<file path="config.mk">
export PLATFORM = sky130hd
export DESIGN_NAME = dom_fresh_mask_source
export DESIGN_NICKNAME = d
export VERILOG_FILES = /design/src/rtl/dom_rng_pkg.sv /design/src/rtl/dom_lfsr32.sv /design/src/rtl/dom_fresh_mask_source.sv
export SDC_FILE = /design/constraint.sdc
export NUM_CORES = 2
export LEC_CHECK = 0
export ABC_CLOCK_PERIOD_IN_PS = 31100
export CORE_MARGIN = 4
export CORE_UTILIZATION = 62
export CTS_CLUSTER_DIAMETER = 150
export CTS_CLUSTER_SIZE = 20
export DETAILED_ROUTE_END_ITERATION = 7
export PLACE_DENSITY = 0.89
export SLEW_MARGIN = 5
export SYNTH_ARGS = -nofsm -noshare
export SYNTH_HDL_FRONTEND = slang
export SYNTH_SLANG_ARGS = --single-unit
</file>
<file path="constraint.sdc">
create_clock -name ClkxCI -period 31.1 [get_ports ClkxCI]
set_input_delay 7.775 -clock ClkxCI [delete_from_list [all_inputs] [get_ports ClkxCI]]
set_output_delay 7.775 -clock ClkxCI [all_outputs]
set_load 0.01 [all_outputs]
</file>
<file path="src/rtl/dom_rng_pkg.sv">
// Shared constants, state encoding and width helpers for the DOM fresh-mask source.
package dom_rng_pkg;

  localparam int          LFSR_W    = 32;
  // Feedback taps of x^32+x^22+x^2+x+1 on the state bits s[31], s[21], s[1], s[0].
  localparam logic [31:0] LFSR_TAPS = 32'h8020_0003;
  // Substituted for an all-zero seed so no LFSR can start in the lock-up state.
  localparam logic [31:0] ZERO_SUB  = 32'h0000_0001;

  typedef enum logic [1:0] {
    ST_UNSEEDED = 2'd0,
    ST_LOADING  = 2'd1,
    ST_WARMUP   = 2'd2,
    ST_RUN      = 2'd3
  } state_t;

  // Fresh-mask width of one DOM multiplier.
  function automatic int zw(input int shares);
    return shares * (shares - 1);
  endfunction

  // Blinding-bit width of one DOM multiplier.
  function automatic int bw(input int shares);
    return 2 * shares;
  endfunction

  // Number of LFSRs, one per output mask bit.
  function automatic int k(input int shares);
    return 3 * zw(shares) + 3 * bw(shares);
  endfunction

endpackage

</file>
<file path="src/rtl/dom_lfsr32.sv">
// One seeded 32-bit Fibonacci LFSR; emits its MSB as one fresh mask bit.
module dom_lfsr32
  import dom_rng_pkg::*;
(
  input  logic              ClkxCI,
  input  logic              RstxRI,
  input  logic              LoadxSI,
  input  logic              StepxSI,
  input  logic [LFSR_W-1:0] DinxDI,
  output logic              BitxDO
);

  logic [LFSR_W-1:0] SxDP;

  // Load a (zero-substituted) seed, or shift in the XOR of the tap bits.
  // NOTE: the LFSR state is reset to a non-zero value on purpose; an all-zero register would never leave zero.
  // NOTE: sequential state uses non-blocking assignments so every flop samples pre-edge values.
  always_ff @(posedge ClkxCI or posedge RstxRI) begin
    if (RstxRI) begin
      SxDP <= ZERO_SUB;
    end else if (LoadxSI) begin
      SxDP <= (DinxDI == '0) ? ZERO_SUB : DinxDI;
    end else if (StepxSI) begin
      SxDP <= {SxDP[LFSR_W-2:0], ^(SxDP & LFSR_TAPS)};
    end
  end

  assign BitxDO = SxDP[LFSR_W-1];

endmodule

</file>
<file path="src/rtl/dom_fresh_mask_source.sv">
// Fresh-randomness source for the masked DOM AES S-box: seed loading, warm-up,
// lock-step advance and packing of the per-bit LFSR outputs into mask buses.
module dom_fresh_mask_source
  import dom_rng_pkg::*;
#(
  parameter int SHARES = 2,
  parameter int WARMUP = 32
) (
  input  logic                    ClkxCI,
  input  logic                    RstxRI,
  input  logic                    SeedStartxSI,
  input  logic [LFSR_W-1:0]       SeedxDI,
  input  logic                    SeedValidxSI,
  output logic                    SeedReadyxSO,
  input  logic                    EnxSI,
  output logic                    ValidxSO,
  output logic [zw(SHARES)-1:0]   _Zmul1xDO,
  output logic [zw(SHARES)-1:0]   _Zmul2xDO,
  output logic [zw(SHARES)-1:0]   _Zmul3xDO,
  output logic [bw(SHARES)-1:0]   _Bmul1xDO,
  output logic [bw(SHARES)-1:0]   _Bmul2xDO,
  output logic [bw(SHARES)-1:0]   _Bmul3xDO
);

  localparam int ZW     = zw(SHARES);
  localparam int BW     = bw(SHARES);
  localparam int K      = k(SHARES);
  localparam int IDX_W  = (K > 1) ? $clog2(K) : 1;
  localparam int WCNT_W = (WARMUP > 0) ? $clog2(WARMUP + 1) : 1;

  localparam logic [IDX_W-1:0]  IDX_LAST  = IDX_W'(K - 1);
  localparam logic [WCNT_W-1:0] WARM_LAST = WCNT_W'(WARMUP - 1);

  state_t             StatexDP, StatexDN;
  logic [IDX_W-1:0]   IdxxDP;
  logic [WCNT_W-1:0]  WarmCntxDP;
  logic               AcceptxS;
  logic               LastWordxS;
  logic               StepAllxS;
  logic [K-1:0]       RxD;

  assign LastWordxS = (IdxxDP == IDX_LAST);

  // Next-state decode; a seed restart overrides every state and ignores a same-cycle word.
  // NOTE: every signal gets a default first so no path leaves it unassigned (no latches).
  always_comb begin
    StatexDN  = StatexDP;
    AcceptxS  = 1'b0;
    StepAllxS = 1'b0;
    if (SeedStartxSI) begin
      StatexDN = ST_LOADING;
    end else begin
      case (StatexDP)
        ST_LOADING: begin
          if (SeedValidxSI) begin
            AcceptxS = 1'b1;
            if (LastWordxS) StatexDN = ST_WARMUP;
          end
        end
        ST_WARMUP: begin
          StepAllxS = 1'b1;
          if (WarmCntxDP == WARM_LAST) StatexDN = ST_RUN;
        end
        ST_RUN: begin
          StepAllxS = EnxSI;
        end
        default: ;
      endcase
    end
  end

  // State, seed index and warm-up counter registers.
  always_ff @(posedge ClkxCI or posedge RstxRI) begin
    if (RstxRI) begin
      StatexDP   <= ST_UNSEEDED;
      IdxxDP     <= '0;
      WarmCntxDP <= '0;
    end else begin
      StatexDP <= StatexDN;
      if (SeedStartxSI) begin
        IdxxDP <= '0;
      end else if (AcceptxS) begin
        IdxxDP <= LastWordxS ? '0 : IdxxDP + IDX_W'(1);
      end
      if (AcceptxS && LastWordxS) begin
        WarmCntxDP <= '0;
      end else if (StatexDP == ST_WARMUP) begin
        WarmCntxDP <= WarmCntxDP + WCNT_W'(1);
      end
    end
  end

  // One LFSR per mask bit; only the LFSR addressed by the seed index loads.
  for (genvar g = 0; g < K; g++) begin : g_lfsr
    dom_lfsr32 u_lfsr (
      .ClkxCI  (ClkxCI),
      .RstxRI  (RstxRI),
      .LoadxSI (AcceptxS && (IdxxDP == IDX_W'(g))),
      .StepxSI (StepAllxS),
      .DinxDI  (SeedxDI),
      .BitxDO  (RxD[g])
    );
  end

  assign SeedReadyxSO = (StatexDP == ST_LOADING);
  assign ValidxSO     = (StatexDP == ST_RUN);

  assign _Zmul1xDO = RxD[0*ZW +: ZW];
  assign _Zmul2xDO = RxD[1*ZW +: ZW];
  assign _Zmul3xDO = RxD[2*ZW +: ZW];
  assign _Bmul1xDO = RxD[3*ZW + 0*BW +: BW];
  assign _Bmul2xDO = RxD[3*ZW + 1*BW +: BW];
  assign _Bmul3xDO = RxD[3*ZW + 2*BW +: BW];

endmodule
</file>
==> metrics.txt <==
crit path DAT approximately 12 ns; Max Cap Viol 0; final hold vios 0; initial cell density of the core 63.0%; Sequential Power Share around three fifths; gr ovfl total 0; most common cell after layout, fill and taps aside nand2_1; Worst R2R Setup Slack 27.30 ns; max-slew violation count 0; Psw 374 uW; post-synth top area share 52.3%; Mapped Cells 3049; Die W about 220 um; Reg2Reg Launch Point StatexDP[0]; Most Frequent Cell on Critical Path buf_4; Top FF cell, synth dfrtp_1; via/cell ratio approximately 6.4; DR iter-0 viols 3051; final worst-path cycle share between 30% and 40%; Ant. Diodes 0; placed wire-length estimate 38500 um; Syn Std Cell Area approximately 27000 um^2; crit path from RstxRI; # clock sinks a little under 600; final wirelength around 70000 um; EDFF count, synth 0; Hold-fix buffers, CTS 0; Clock Latency Late Sink about 0.57 ns; non-filler cells, final about 3500; Hold Path Depth 2; Hold Startpoint g_lfsr[15].u_lfsr.SxDP[15]; syn_nets just over 3000; Hold WS between 0.4 and 0.5 ns; combinational fraction of design power 9.0%; CTS tree built; Root Buffer clkbuf_16; top cells by area, synth dfrtp_1 (52%), nand2_1 (12%), a31oi_1 (6.7%); R2R depth 6; Die Ht 218 um; Seq/Total Area, Yosys roughly 54%; Worst Path Required around 32 ns; final RePlAce weighted congestion roughly 0.80; crit-path leading delay family buffers and inverters; Syn-to-layout area delta 4.92%; fin nets roughly 3000; critical path endpoint category asynchronous set/reset pin; Rows between 70 and 80; DR pass1 iterations 7; slowest cell on the critical path buf_4; most frequent cells in the layout nand2_1 (889), dfrtp_1 (571), nor2_1 (300); VDD IR max 0.0314 mV; total core area roughly 43000 um^2; syn_area_per_cell 8.96 um^2; status finished, final reports clean; clock skew between 0.015 and 0.02 ns; internal power around 1.1 mW; pwr dens between 50 and 60 nW/um^2; Max stage delay on crit path 0.87 ns; critical path class in -> async; RSZ-0062 raised after global routing no; Final ANT Viol Nets 0; Max Freq ~0.091 GHz; Net Sw Frac between 20% and 30%; Synth Register Bits 589; clock power share ~33%; number of H-tree levels 2; # DRC 0; Post-CTS Resized 0; initial antenna violation count 0; # IOs between 50 and 60; CTS max path bufs 3; RR Endpoint g_lfsr[13].u_lfsr.SxDP[27]; die area between 40000 and 50000 um^2; fraction of registers with async set or reset after synthesis between 90% and 100%; DP Cell Count between 3000 and 4000; LEAKAGE about 14 nW; CTS Buf Count 35; WL/cell roughly 20 um; Reg clk slew, reported paths about 0.08 ns; worst hold path class reg -> reg; Filler cells around 3300; Crit Path Max Fanout approximately 160; Final min period roughly 11 ns; largest net degree at the start of global routing 266; Post-CTS Setup Inserts 0; GR Util All Layers 29.5%; crit path buf inv count 5; first-pass GRT wire length 114000 um; WHS Endpoint g_lfsr[15].u_lfsr.SxDP[15]; number of synthesis warnings 0; vias in the first global route roughly 21000; setup_tns 0 ns; synth unique cells 55; CP Launch Type input pin; Yosys top cell by area dfrtp_1; slew margin rel. 13.8%; routed vias about 22000; Buffers on Ports 56; share of layout cells above drive strength 1 4.86%; cells along the critical path clkdlybuf4s50_1 -> inv_8 -> buf_4 -> buf_4 -> buf_12; Final Setup Violations 0; Slew @ Worst Pin approximately 1.3 ns
metrics by stage:
stage          worst slack, ns  cell area, um^2  total power, mW  utilization (%)
2_1_floorplan             6.87            27300            0.954                -
4_1_cts                  19.94            28700             1.47             66.1
6_report                 20.12            28700             1.47             66.1
3_5_place_dp             19.34            27700             1.00             63.8
5_1_grt                  19.51            28700             1.52             66.1
3_3_place_gp             19.45            27700            0.992             63.8
worst max path at each step:
stage | end | depth (start not counted)
3_5_place_dp | g_lfsr[2].u_lfsr.SxDP[16] | 5
3_3_place_gp | g_lfsr[1].u_lfsr.SxDP[4] | 5
6_report | g_lfsr[15].u_lfsr.SxDP[16] | 5
4_1_cts | g_lfsr[17].u_lfsr.SxDP[23] | 5
2_1_floorplan | IdxxDP[0] | 1
5_1_grt | WarmCntxDP[1] | 5
worst register-to-register path: cells and delay by family, from the launching register on:
| kind | cells | cell delay, ns |
|---|---|---|
| multiplexers | 1 | 0.32 |
| AND/OR/NAND/NOR | 2 | 0.96 |
| buffers and inverters | 2 | 1.73 |
| AO/OA/AOI/OAI | 1 | 0.11 |
| flip-flops | 1 | 0.53 |
state kept, by name (all words and copies together), names as in the netlist:
signal and cells:
StatexDP 2, IdxxDP 5, WarmCntxDP 6, g_lfsr.u_lfsr.SxDP 576
routing by layer:
layer	track usage, %	routed length, um
met1	41.4	27300
met2	47.1	33000
met3	4.10	6550
met4	11.9	3500
met5	0	0
synth_stat cells (8+ instances only):
cell type and n:
buf_4 29, a221o_1 31, inv_1 8, nand3_2 9
buf_2 137, dfstp_2 18, o21ai_0 60, o21ai_1 10
mux2i_1 63, a22oi_1 173, nand3_1 127, buf_1 38
clkbuf_1 111, xnor2_1 24, nor2_1 302, nand2_1 889
a31oi_1 294, xor2_1 12, and3_1 36, or3_1 8
dfrtp_1 571, o211ai_1 21, nor4_1 8, nor2b_1 8
kinds of logic (layout without fill, tap and decap cells):
family,after synthesis,in the layout,synth area share (%)
AND/OR/NAND/NOR,1420,1420,21.3
AO/OA/AOI/OAI,603,603,14.9
flip-flops,589,589,54.0
buffers and inverters,327,181,5.60
multiplexers,63,63,2.31
XOR/XNOR,41,41,1.58
adder cells (fa/ha/maj),6,6,0.275
final cells by class:
| class | instances | area (um^2) | area share, % |
|---|---|---|---|
| inverters | 8 | 37.5 | 0.131 |
| flip-flops and latches | 589 | 14800 | 51.5 |
| well taps | 585 | 732 | 2.55 |
| repair buffers | 114 | 1030 | 3.59 |
| clock inverters | 1 | 16.3 | 0.0567 |
| clock buffers | 58 | 1000 | 3.50 |
| multi-input cells | 2133 | 11100 | 38.7 |
power by group through the flow:
stage	combinational [mW]	sequential, mW	clock [mW]
after global routing	0.147	0.863	0.513
after CTS	0.133	0.856	0.484
final	0.133	0.857	0.480
after global placement	0.125	0.867	0
after detailed placement	0.131	0.870	0
after floorplan	0.0935	0.861	0
Power figures use the tool's default switching activity.
